==> config.mk <==
export PLATFORM = sky130hd
export DESIGN_NAME = instr_fetch
export DESIGN_NICKNAME = d
export VERILOG_FILES = /design/src/rtl/instr_fetch.sv
export SDC_FILE = /design/constraint.sdc
export NUM_CORES = 1
export LEC_CHECK = 0
export ABC_CLOCK_PERIOD_IN_PS = 18600
export BUFFER_PORTS_ARGS = -buffer_cell sky130_fd_sc_hd__buf_2
export CORE_MARGIN = 2
export CORE_UTILIZATION = 41
export CTS_BUF_LIST = sky130_fd_sc_hd__clkbuf_4 sky130_fd_sc_hd__clkbuf_8 sky130_fd_sc_hd__clkbuf_16
export DETAILED_ROUTE_END_ITERATION = 10
export SYNTH_ARGS = -nofsm -noshare
export SYNTH_HDL_FRONTEND = slang
export SYNTH_SLANG_ARGS = --single-unit
export TNS_END_PERCENT = 5
==> constraint.sdc <==
create_clock -name clk -period 18.6 [get_ports clk]
set_clock_uncertainty 0.1 [all_clocks]
set_input_delay 5.58 -clock clk [delete_from_list [all_inputs] [get_ports clk]]
set_output_delay 5.58 -clock clk [all_outputs]
set_load 0.005 [all_outputs]
==> src/rtl/instr_fetch.sv <==
// rtl/instr_fetch.sv - instruction fetch stage with 2-entry {pc, instr} output FIFO
//
// Purpose: fetches one instruction word per cycle from a combinational
// instruction memory and buffers up to two {pc, instr} pairs for decode.
// A redirect flushes the buffer and restarts fetch at the target address.
//
// Ports:
//   clk          in   clock, all state updates on the rising edge
//   reset        in   asynchronous active-high reset
//   instr_addr   out  fetch byte address (the fetch PC)
//   instr        in   instruction word for instr_addr, same cycle
//   redirect     in   branch/jump redirect strobe
//   redirect_pc  in   redirect target byte address
//   out_valid    out  head entry valid
//   out_ready    in   decode accepts the head entry this cycle
//   out_instr    out  head instruction word
//   out_pc       out  byte address of out_instr
//   misalign_err out  sticky misaligned-redirect flag (only with
//                     INSTR_FETCH_MISALIGN_CHECK_EN defined)
//
// Configuration macro: INSTR_FETCH_MISALIGN_CHECK_EN

module instr_fetch #(
    parameter int DATA_WIDTH = 32,
    parameter int ADDR_WIDTH = 32,
    parameter logic [ADDR_WIDTH-1:0] RESET_PC = 32'h0000_0000
) (
    input  logic                  clk,
    input  logic                  reset,
    output logic [ADDR_WIDTH-1:0] instr_addr,
    input  logic [DATA_WIDTH-1:0] instr,
    input  logic                  redirect,
    input  logic [ADDR_WIDTH-1:0] redirect_pc,
    output logic                  out_valid,
    input  logic                  out_ready,
    output logic [DATA_WIDTH-1:0] out_instr,
    output logic [ADDR_WIDTH-1:0] out_pc
`ifdef INSTR_FETCH_MISALIGN_CHECK_EN
    ,
    output logic                  misalign_err
`endif
);

    logic [ADDR_WIDTH-1:0] fpc_q, fpc_d;
    logic [1:0]            count_q, count_d;
    logic                  rd_ptr_q, rd_ptr_d;
    logic                  wr_ptr_q, wr_ptr_d;
    logic [ADDR_WIDTH-1:0] fifo_pc_q    [2];
    logic [DATA_WIDTH-1:0] fifo_instr_q [2];

    logic pop;
    logic capture;
    logic halt;

`ifdef INSTR_FETCH_MISALIGN_CHECK_EN
    logic misalign_err_q, misalign_err_d;
    assign misalign_err = misalign_err_q;
    // A misaligned redirect freezes fetch until an aligned redirect or reset.
    assign halt = misalign_err_q;
`else
    logic unused_redirect_low;
    assign unused_redirect_low = ^redirect_pc[1:0];
    assign halt = 1'b0;
`endif

    assign instr_addr = fpc_q;
    assign out_valid  = (count_q != 2'd0);
    assign out_instr  = fifo_instr_q[rd_ptr_q];
    assign out_pc     = fifo_pc_q[rd_ptr_q];

    // Redirect wins over both pop and capture in the same cycle.
    assign pop     = out_valid & out_ready & ~redirect;
    // A pop frees a slot this cycle, so a full FIFO can still capture.
    assign capture = ~redirect & ~halt & ((count_q != 2'd2) | pop);

    always_comb begin
        fpc_d    = fpc_q;
        count_d  = count_q;
        rd_ptr_d = rd_ptr_q;
        wr_ptr_d = wr_ptr_q;
`ifdef INSTR_FETCH_MISALIGN_CHECK_EN
        misalign_err_d = misalign_err_q;
`endif
        if (redirect) begin
            fpc_d    = {redirect_pc[ADDR_WIDTH-1:2], 2'b00};
            count_d  = 2'd0;
            rd_ptr_d = 1'b0;
            wr_ptr_d = 1'b0;
`ifdef INSTR_FETCH_MISALIGN_CHECK_EN
            misalign_err_d = |redirect_pc[1:0];
`endif
        end else begin
            if (pop) begin
                rd_ptr_d = ~rd_ptr_q;
            end
            if (capture) begin
                wr_ptr_d = ~wr_ptr_q;
                // Wraps modulo 2^ADDR_WIDTH by construction.
                fpc_d    = fpc_q + ADDR_WIDTH'(4);
            end
            count_d = count_q + {1'b0, capture} - {1'b0, pop};
        end
    end

    always_ff @(posedge clk or posedge reset) begin
        if (reset) begin
            fpc_q           <= RESET_PC;
            count_q         <= 2'd0;
            rd_ptr_q        <= 1'b0;
            wr_ptr_q        <= 1'b0;
            fifo_pc_q[0]    <= '0;
            fifo_pc_q[1]    <= '0;
            fifo_instr_q[0] <= '0;
            fifo_instr_q[1] <= '0;
`ifdef INSTR_FETCH_MISALIGN_CHECK_EN
            misalign_err_q  <= 1'b0;
`endif
        end else begin
            fpc_q    <= fpc_d;
            count_q  <= count_d;
            rd_ptr_q <= rd_ptr_d;
            wr_ptr_q <= wr_ptr_d;
            if (capture) begin
                fifo_pc_q[wr_ptr_q]    <= fpc_q;
                fifo_instr_q[wr_ptr_q] <= instr;
            end
`ifdef INSTR_FETCH_MISALIGN_CHECK_EN
            misalign_err_q <= misalign_err_d;
`endif
        end
    end

endmodule

==> flow_metrics.tcl <==
set metrics [dict create \
    path_clk_slew_ns 0.06 \
    vias 4786 \
    overflow 0 \
    cpPeakStageDelay_ns 0.83 \
    end_kind "output pin" \
    cap_violations 0 \
    crit_path_start_kind "register" \
    placed_cells 912 \
    cp.arrival_ns 2.38 \
    cts.sinks 158 \
    cts_max_level 4 \
    rr_startpoint "count_q[1]" \
    peakVddDrop_uv 74.0 \
    tns_ns 0 \
    finalCritPeriodShare_pct 43.4 \
    synthCells 553 \
    cts_tree "done" \
    min_path_type "register to register" \
    routed_wl_mm 16.2 \
    post_synth.cell_area_avg_sq_um 13.4 \
    antenna_found_initial 0 \
    crit_required_ns 12.92 \
    holdPathEnd "fifo_pc_q[63]" \
    yosysWarnings 0 \
    seq_area_frac_synth_pct 53.2 \
    min_from "fifo_pc_q[63]" \
    clock_latency_ns 0.42 \
    setup_viol 0 \
    worst_pin_slew_ns 1.10 \
    postCtsSetupBuffers 0 \
    place_ws_ns 10.34 \
    port_buffers 158 \
    drive_gt1_share_pct 55.5 \
    grt_first_pass_wirelength_mm 26.8 \
    rows 49 \
    drtIter0Drc 177 \
    grt_pass1_vias 5118 \
    dr.pass1.iters 4 \
    max_freq_mhz 124 \
    n_antenna_cell 0 \
    leakagePower_nw 3.92 \
    grt_max_degree 94 \
    drc 0 \
    drtAntennaViolNets 0 \
    dpl_cell_area_sq_um 8320 \
    cts_hold_buf 0 \
    final_area_sq_um 8900 \
    synth_area_sq_um 7430 \
    r2r-end "fifo_instr_q[49]" \
    min_period_ns 8.06 \
    hpwlAfterDp_mm 11.1 \
    die_w_um 139 \
    p_per_area_nw_per_um2 140 \
    critPathTopFamily "flip-flops" \
    status "complete, no violations" \
    fp.dieH_um 139 \
    slowest_stage "dfrtp_2" \
    final-hold-violation-count 0 \
    root_buffer "clkbuf_16" \
    holdPathStages 1 \
    grt_setup_unrepaired "false" \
    start_util_pct 41.6 \
    finalNetCount 773 \
    finalWeightedCongestion 0.742 \
    setup_slack_ns 10.54 \
    synth_cell_types 40 \
    track_usage_pct 17.4 \
    wire_per_inst_um 17.1 \
    crit_chain "buf_4, mux2_2, buf_2" \
    crit_fanout 38 \
    r2r_cells 6 \
    cp_num_buf_inv 2 \
    slew_violations 0 \
    path_class "register to output pin" \
    r2r_slack_ns 15.53 \
    coreArea_sq_um 17800 \
    ios 165 \
    whs_ns 0.395 \
    areaGrowthSynthToFinish_pct 19.9 \
    final_cells 944 \
    slew_headroom_pct 26.2 \
    clock_path_buffers 2 \
    numCtsBuffers 17 \
    ctsResizeCount 0 \
    synth-seq-cells 158 \
    die_area_sq_um 19200 \
    via_per_inst 5.07 \
]
-- power breakdown --
| group | switching, mW | internal (mW) | leakage [nW] | total, mW |
|---|---|---|---|---|
| clock | 0.140 | 0.199 | 0.279 | 0.340 |
| sequential | 0.0734 | 0.464 | 1.89 | 0.537 |
| combinational | 0.143 | 0.224 | 1.75 | 0.367 |
| total | 0.356 | 0.887 | 3.92 | 1.24 |
-- placed cells by master (no fill, tap or decap), types with 2 or more instances in the layout --
cell type / count
mux2_2: 185
buf_2: 158
dfrtp_1: 157
nand2_1: 35
o21ai_0: 24
xnor2_1: 20
clkbuf_16: 17
xor2_1: 12
nor2_1: 11
nor3_1: 11
nand3_1: 8
inv_1: 6
nand4_1: 6
mux2_1: 5
and4_1: 5
buf_4: 5
inv_6: 4
conb_1: 4
clkbuf_8: 4
clkinvlp_4: 4
or2_2: 3
nor4_2: 3
ha_1: 3
nor2_4: 2
nor2b_1: 2
o21ai_1: 2
nor3b_1: 2
clkinv_2: 2
-- synth_stat cells (all sizes together) --
cell type	instances	area share, %
buf	27	2.5
nand2	35	1.8
and2	2	0.19
inv	7	0.35
mux2	190	29
nand2b	1	0.19
nor4b	1	0.12
o221ai	1	0.20
clkbuf	9	0.74
nor3	11	0.74
nor3b	2	0.20
and4	5	0.59
nor4	5	0.88
mux2i	1	0.13
o21ai	26	1.8
o2111ai	2	0.56
dfrtp	158	53
xor2	12	1.4
nor2b	2	0.17
nand3	8	0.54
ha	3	0.51
or2	4	0.34
conb	1	0.050
nor2	13	0.86
nand4	7	0.79
xnor2	20	2.4
-- worst register-to-register path: stages, from the launching register on --
cell and delay, ns:
dfrtp_1 0.42, nand2b_4 0.14, nor2_1 0.09, or2_2 0.36, nor2_4 0.85, buf_4 0.58
mux2_2 0.41
-- cell families (layout without fill, tap and decap cells) --
kind of cell | count (synthesis) | count (layout) | share of synthesized area [%]
and+or+nand+nor | 96 | 96 | 7.36
DFF | 158 | 158 | 53.2
buffers and inverters | 43 | 202 | 3.61
AOI/OAI and AO/OA | 29 | 29 | 2.51
muxes | 191 | 191 | 28.9
other | 1 | 4 | 0.0505
adders and majority gates | 3 | 3 | 0.506
xor gates and xnor gates | 32 | 32 | 3.77
-- layout make-up --
type | count | area [sq um]
Clock inverter | 11 | 105
Inverter | 7 | 31.3
Timing Repair Buffer | 163 | 828
Clock buffer | 21 | 480
Multi-Input combinational cell | 355 | 3220
Tap cell | 229 | 287
Fill cell | 1613 | 8940
Sequential cell | 158 | 3960
-- sequential cells by signal, indices dropped and copies added, names as in the netlist --
name	flops
wr_ptr_q	1
count_q	2
fifo_pc_q	60
rd_ptr_q	1
instr_addr	30
fifo_instr_q	64
-- worst max path at each step --
stage	startpoint	end	cells after the start
after floorplan	reset	count_q[0]	1
after global placement	out_ready	fifo_instr_q[44]	6
after detailed placement	out_ready	fifo_pc_q[41]	6
after CTS	rd_ptr_q	out_pc[31]	3
after global routing	rd_ptr_q	out_pc[31]	3
final	rd_ptr_q	out_instr[22]	3
-- layer usage --
layer	global-route usage, %	vias up	share of wire, %
met2	28.4	128	48
met1	22.7	2403	45
met3	5.11	15	5.9
li1	-	2240	-
met5	0	-	0
met4	5.32	0	1.2
-- stage by stage --
step,util [%],total power [mW]
global route,49.9,1.32
global placement,46.6,0.899
floorplan,-,0.780
detailed placement,46.6,0.919
CTS,49.9,1.26
finish,49.9,1.24
No activity file was read; power rests on OpenSTA's default activity.
